### src/rtl/alu_seq.sv
`default_nettype none
// ============================================================================
// Module   : alu_seq
// Purpose  : Handshaked sequential ALU. Operands are accepted on an
//            in_valid/in_ready handshake and the result is registered.
//            MUL is an iterative shift-add over WIDTH cycles; every other
//            opcode completes in one cycle. The result is held until the
//            consumer takes it (out_valid/out_ready).
// Ports    : clk        in   1      rising-edge clock
//            rst        in   1      asynchronous reset, active-high
//            in_valid   in   1      operands/opcode valid
//            in_ready   out  1      block can accept operands
//            oc         in   3      opcode (ADD,SUB,MUL,AND,OR,XOR,NOT,LTU)
//            a, b       in   WIDTH  operands
//            out_valid  out  1      f holds a result
//            out_ready  in   1      consumer takes result
//            f          out  WIDTH  registered result
//            busy       out  1      multiply in progress
//            flags      out  4      {Z,C,V,N}; only when ALU_FLAGS_EN is defined
// Config   : `define ALU_FLAGS_EN to add the flags port and flag logic.
// Revision : 1.0 - initial release
// ============================================================================
module alu_seq #(
  parameter int WIDTH = 4
) (
  input  logic             clk,
  input  logic             rst,
  input  logic             in_valid,
  output logic             in_ready,
  input  logic [2:0]       oc,
  input  logic [WIDTH-1:0] a,
  input  logic [WIDTH-1:0] b,
  output logic             out_valid,
  input  logic             out_ready,
  output logic [WIDTH-1:0] f,
  output logic             busy
`ifdef ALU_FLAGS_EN
  ,
  output logic [3:0]       flags
`endif
);

  localparam int CNT_W = $clog2(WIDTH) + 1;

  localparam logic [1:0] c_S_IDLE = 2'd0;
  localparam logic [1:0] c_S_MUL  = 2'd1;
  localparam logic [1:0] c_S_HOLD = 2'd2;

  localparam logic [2:0] c_OP_ADD = 3'b000;
  localparam logic [2:0] c_OP_SUB = 3'b001;
  localparam logic [2:0] c_OP_MUL = 3'b010;
  localparam logic [2:0] c_OP_AND = 3'b011;
  localparam logic [2:0] c_OP_OR  = 3'b100;
  localparam logic [2:0] c_OP_XOR = 3'b101;
  localparam logic [2:0] c_OP_NOT = 3'b110;
  localparam logic [2:0] c_OP_LTU = 3'b111;

  logic [1:0]         state_q, state_d;
  logic [WIDTH-1:0]   f_q, f_d;
  logic [2*WIDTH-1:0] acc_q, acc_d;
  logic [2*WIDTH-1:0] mcand_q, mcand_d;
  logic [WIDTH-1:0]   mplr_q, mplr_d;
  logic [CNT_W-1:0]   cnt_q, cnt_d;

  logic               w_accept;
  logic               w_mul_last;
  logic [WIDTH:0]     w_add;
  logic [WIDTH:0]     w_sub;
  logic [WIDTH-1:0]   w_res;
  logic               w_c;
  logic               w_v;
  logic [2*WIDTH-1:0] w_prod;

  // --------------------------------------------------------------------------
  // FSM: state register
  // --------------------------------------------------------------------------
  always_ff @(posedge clk or posedge rst) begin
    if (rst) begin
      state_q <= c_S_IDLE;
    end else begin
      state_q <= state_d;
    end
  end

  // --------------------------------------------------------------------------
  // FSM: next state
  // --------------------------------------------------------------------------
  always_comb begin
    state_d = state_q;
    case (state_q)
      c_S_IDLE: if (in_valid) state_d = (oc == c_OP_MUL) ? c_S_MUL : c_S_HOLD;
      c_S_MUL:  if (w_mul_last) state_d = c_S_HOLD;
      c_S_HOLD: if (out_ready) state_d = c_S_IDLE;
      default:  state_d = c_S_IDLE;
    endcase
  end

  // --------------------------------------------------------------------------
  // FSM: outputs
  // --------------------------------------------------------------------------
  always_comb begin
    in_ready  = 1'b0;
    busy      = 1'b0;
    out_valid = 1'b0;
    case (state_q)
      c_S_IDLE: in_ready  = ~rst;
      c_S_MUL:  busy      = 1'b1;
      c_S_HOLD: out_valid = 1'b1;
      default:  ;
    endcase
  end

  assign w_accept   = in_ready & in_valid;
  // The counter starts at 0 on acceptance, so the last partial product is
  // taken when it reads WIDTH-1; it stops at WIDTH and never wraps.
  assign w_mul_last = busy && (cnt_q == CNT_W'(WIDTH - 1));

  // --------------------------------------------------------------------------
  // Single-cycle ALU, evaluated on the live operands at acceptance
  // --------------------------------------------------------------------------
  always_comb begin
    w_add = {1'b0, a} + {1'b0, b};
    w_sub = {1'b0, a} - {1'b0, b};
    w_res = '0;
    w_c   = 1'b0;
    w_v   = 1'b0;
    case (oc)
      c_OP_ADD: begin
        w_res = w_add[WIDTH-1:0];
        w_c   = w_add[WIDTH];
        w_v   = (a[WIDTH-1] == b[WIDTH-1]) && (w_add[WIDTH-1] != a[WIDTH-1]);
      end
      c_OP_SUB: begin
        w_res = w_sub[WIDTH-1:0];
        w_c   = w_sub[WIDTH];  // borrow, i.e. a < b
        w_v   = (a[WIDTH-1] != b[WIDTH-1]) && (w_sub[WIDTH-1] != a[WIDTH-1]);
      end
      c_OP_AND: w_res = a & b;
      c_OP_OR:  w_res = a | b;
      c_OP_XOR: w_res = a ^ b;
      c_OP_NOT: w_res = ~a;
      c_OP_LTU: w_res[0] = (a < b);
      default:  ;  // MUL is handled by the iterative datapath
    endcase
  end

  // Shift-add step: multiplicand shifts left, multiplier shifts right and
  // its LSB selects whether the shifted multiplicand is accumulated.
  assign w_prod = acc_q + (mplr_q[0] ? mcand_q : '0);

  // --------------------------------------------------------------------------
  // Datapath next values
  // --------------------------------------------------------------------------
  always_comb begin
    f_d     = f_q;
    acc_d   = acc_q;
    mcand_d = mcand_q;
    mplr_d  = mplr_q;
    cnt_d   = cnt_q;
    if (w_accept) begin
      if (oc == c_OP_MUL) begin
        acc_d   = '0;
        mcand_d = {{WIDTH{1'b0}}, a};
        mplr_d  = b;
        cnt_d   = '0;
      end else begin
        f_d = w_res;
      end
    end else if (busy) begin
      acc_d   = w_prod;
      mcand_d = mcand_q << 1;
      mplr_d  = mplr_q >> 1;
      cnt_d   = cnt_q + CNT_W'(1);
      if (w_mul_last) f_d = w_prod[WIDTH-1:0];
    end
  end

  always_ff @(posedge clk or posedge rst) begin
    if (rst) begin
      f_q     <= '0;
      acc_q   <= '0;
      mcand_q <= '0;
      mplr_q  <= '0;
      cnt_q   <= '0;
    end else begin
      f_q     <= f_d;
      acc_q   <= acc_d;
      mcand_q <= mcand_d;
      mplr_q  <= mplr_d;
      cnt_q   <= cnt_d;
    end
  end

  assign f = f_q;

`ifdef ALU_FLAGS_EN
  // Flags are written on exactly the same edges as f so the pair is coherent.
  logic [3:0] flags_q, flags_d;

  always_comb begin
    flags_d = flags_q;
    if (w_accept && (oc != c_OP_MUL)) begin
      flags_d = {(w_res == '0), w_c, w_v, w_res[WIDTH-1]};
    end else if (w_mul_last) begin
      flags_d = {(w_prod[WIDTH-1:0] == '0), (|w_prod[2*WIDTH-1:WIDTH]),
                 1'b0, w_prod[WIDTH-1]};
    end
  end

  always_ff @(posedge clk or posedge rst) begin
    if (rst) begin
      flags_q <= '0;
    end else begin
      flags_q <= flags_d;
    end
  end

  assign flags = flags_q;
`else
  // Carry/overflow only feed the flags; keep them visibly consumed.
  logic w_unused_flags;
  assign w_unused_flags = ^{w_c, w_v};
`endif

endmodule
`default_nettype wire

### config.mk
export PLATFORM = sky130hd
export DESIGN_NAME = alu_seq
export DESIGN_NICKNAME = d
export VERILOG_FILES = /design/src/rtl/alu_seq.sv
export SDC_FILE = /design/constraint.sdc
export NUM_CORES = 1
export LEC_CHECK = 0
export CORE_ASPECT_RATIO = 1.2
export CORE_MARGIN = 3
export CORE_UTILIZATION = 35
export CTS_CLUSTER_SIZE = 24
export DETAILED_ROUTE_END_ITERATION = 12
export DONT_BUFFER_PORTS = 1
export PLACE_DENSITY = 0.45
export SYNTH_ARGS = -nofsm -noshare
export SYNTH_HDL_FRONTEND = slang
export SYNTH_SLANG_ARGS = --single-unit
export TNS_END_PERCENT = 20
### constraint.sdc
create_clock -name clk -period 6.35 [get_ports clk]
set_input_delay 1.27 -clock clk [delete_from_list [all_inputs] [get_ports clk]]
set_output_delay 1.27 -clock clk [all_outputs]
set_load 0.05 [all_outputs]
==> summary.md <==
| Metric | Value |
|---|---|
| Max-cap viol count | 0 |
| Library cells used by synthesis | 53 |
| Worst setup path category | input pin to output port |
| Max IR drop VDD | about 0.13 mV |
| Routed len/inst | 16.5 µm |
| Clock buffer depth | 2 |
| Launching point of the worst reg2reg path | mplr_q[0] |
| Total Nets Final | 215 |
| RSZ-0062 raised after global routing | false |
| CP Capture Type | output port |
| IO Count | 22 |
| CP startpoint kind | input pin |
| Cell Chain, Critical Path | nor3_2 |
| Max Clock Freq | around 310 MHz |
| Hold_sp | mplr_q[3] |
| Final Hold Viols | 0 |
| Worst-path fanout max | 3 |
| Area delta synth->final | 2.06% |
| Core Region | approximately 4700 µm² |
| CTS Buf Count | 3 |
| Final Wtd Congestion | 0.738 |
| Height of the die | roughly 84 µm |
| Post-detail-place hpwl | about 3000 µm |
| Clock-pin slew of the registers on the worst-case setup and hold paths | ~0.08 ns |
| Hold buffer count at cts | 0 |
| Worst Max-Slew Pin Slew | between 1 and 1.5 ns |
| Vias post-DR | approximately 1,300 |
| First-pass GRT wire length | 6540 µm |
| Pwr dens | 287 nW/µm² |
| Total power draw | 518 µW |
| Crit path buf inv count | 0 |
| P_leak | ~0.00082 µW |
| Hold Path Class | flop to flop |
| Post-CTS sizing | 0 |
| Syn. warnings | 0 |
| Clock root cell | clkbuf_8 |
| Global route overflow | 0 |
| Starting Density | 37.3% |
| Slew Viols, Final | 0 |
| Synthesized Nets | around 220 |
| Setup Total Neg Slack | 0 ns |
| Critical Path AT | a little under 2 ns |
| Antenna cell count | 0 |
| Antenna violations before repair | 0 |
| Vias in the first global route | 1,305 |
| Final setup viols | 0 |
| Critical-path top delay cell | nor3_2 |
| Slew margin rel. | between 20% and 30% |
| DR vias/cell | between 5 and 6 |
| Final min period | about 3.2 ns |
| Pre-antenna DRT Iters | 4 |
| Port-buffer cells | 0 |
| Worst-Skew Late Latency | roughly 0.26 ns |
| Mapped Area | ~1800 µm² |
| Critical Path Start | rst |
| Fill count | 511 |
| Reg2Reg Setup Slack | roughly 4 ns |
| GRT Resource Usage Total | 13.6% |
| ANT nets after route | 0 |
| Critical path's top delay family | simple AND/OR/NAND/NOR gates |
| Number of flops mapped to enable cells by yosys | 0 |
| Share of post-route cells with drive strength above 1 | 10.1% |
| H-tree Lvls | 1 |
| Worst Path Required | 5.08 ns |
| Num rows | 27 |
| Fin Clk Skew | 0.00306 ns |
| Drt initial violations | 26 |
| Chip width | around 71 µm |
| CTS tree | built |
| Final hold slack | roughly 0.49 ns |
| Sequential fraction of the synthesis area | approximately 30% |
| CTS Sinks | 21 |
| Register bit total from synthesis | 21 |
| Post-synth ARST share | between 90% and 100% |
| Largest net degree at the start of global routing | 26 |
| DRC viols | 0 |
| Total Routed Length | approximately 4000 µm |
| Status | finished, final reports clean |
| Average size of a mapped cell | 9.65 µm² |
| Ys flop type | dfrtp_1 |
| Crit-path max cell delay | roughly 0.66 ns |
| Die outline area | slightly below 6000 µm² |
| Synth Instances | roughly 180 |
| # Post-CTS Setup Buffers | 0 |
| Final period util | 50.4% |
## cell families after synthesis
family                   synth area share [%]
AO/OA/AOI/OAI                            21.5
XOR/XNOR                                 1.98
adder cells (fa/ha/maj)                  15.4
buffers and inverters                    7.94
flip-flops                               29.8
multiplexers                             4.61
AND/OR/NAND/NOR                          18.7
## cell type report
class / count / area [µm²] / share of cell area (%)
Tap cell: 58 / 72.6 / 4.03
Sequential cell: 21 / 526 / 29.2
Clock inverter: 1 / 5.00 / 0.278
Clock buffer: 3 / 41.3 / 2.29
Multi-Input combinational cell: 140 / 1100 / 61.3
Inverter: 14 / 52.6 / 2.92
## tightest hold or removal path: stages (launching register included)
cell and delay [ns]:
dfrtp_1 0.35, nand2_1 0.05, o31ai_1 0.05
## per-layer routing
layer,up-vias,GRT usage (%),wire [µm]
li1,638,-,-
met2,17,23.0,1880
met4,0,4.27,55
met1,614,17.1,1830
met3,5,2.65,141
met5,-,0,0
## cells in the mapped netlist (3+ instances only)
library cell / instances / area (µm²)
o31ai_1: 4 / 30.0
a22o_1: 3 / 26.3
nand2_1: 21 / 78.8
nand2b_1: 6 / 37.5
xnor2_1: 3 / 26.3
nor3_1: 3 / 15.0
nand3b_1: 3 / 22.5
nor2b_1: 5 / 31.3
a21o_1: 3 / 22.5
inv_1: 13 / 48.8
nor2_1: 6 / 22.5
o21ai_1: 6 / 30.0
and2_1: 3 / 18.8
dfrtp_1: 21 / 526
mux2i_1: 7 / 70.1
ha_1: 17 / 213
fa_1: 3 / 60.1
clkbuf_8: 4 / 55.1
a21oi_1: 7 / 35.0
o21ai_0: 6 / 30.0
## where the power goes
| group | switching [µW] | leakage, µW | internal, µW |
|---|---|---|---|
| Sequential | 75.0 | 0.000281 | 178 |
| Combinational | 104 | 0.000509 | 72.9 |
| Clock | 44.9 | 0.0000255 | 43.8 |
| Total | 224 | 0.000815 | 294 |
## through the flow
step	instances	instance area, µm²	setup WS [ns]	utilization, %
final	237	1800	3.15	38.1
after global routing	237	1800	3.13	38.1
after CTS	237	1800	3.14	38.1
after detailed placement	233	1760	3.14	37.1
after global placement	233	1760	3.14	37.1
after floorplan	183	1770	2.72	-
## registers in the layout, summed over array words and instances (netlist names)
signal   flops
mplr_q       4
state_q      2
f            4
cnt_q        3
acc_q        4
mcand_q      4
## worst paths after layout
check / endpoint / cells past startpoint
max: in_ready / 1
min: mplr_q[3] / 2
max reg2reg: f[2] / 8
min reg2reg: mplr_q[3] / 2
max in group asynchronous: cnt_q[0] / 1
min in group asynchronous: cnt_q[1] / 1
## placed cells by master, fill, tap and decap left out, types with 2 or more instances in the layout
cell type,Yosys,layout
a211oi_1,2,2
fa_1,3,3
o211ai_1,2,2
xnor2_1,3,3
dfrtp_1,21,21
mux2i_1,7,7
a22o_1,3,3
and2_1,3,3
ha_1,17,17
nor3_1,3,2
o21ai_0,6,6
nand3b_1,3,3
and2b_2,2,2
nor2b_1,5,5
inv_1,13,13
a21oi_1,7,7
o21ai_1,6,6
nor2_1,6,6
o311ai_0,2,2
nand2_1,21,21
a21o_1,3,3
clkbuf_8,4,3
o31ai_1,4,4
nand2b_1,6,6
(Power assumes the default switching activity.)
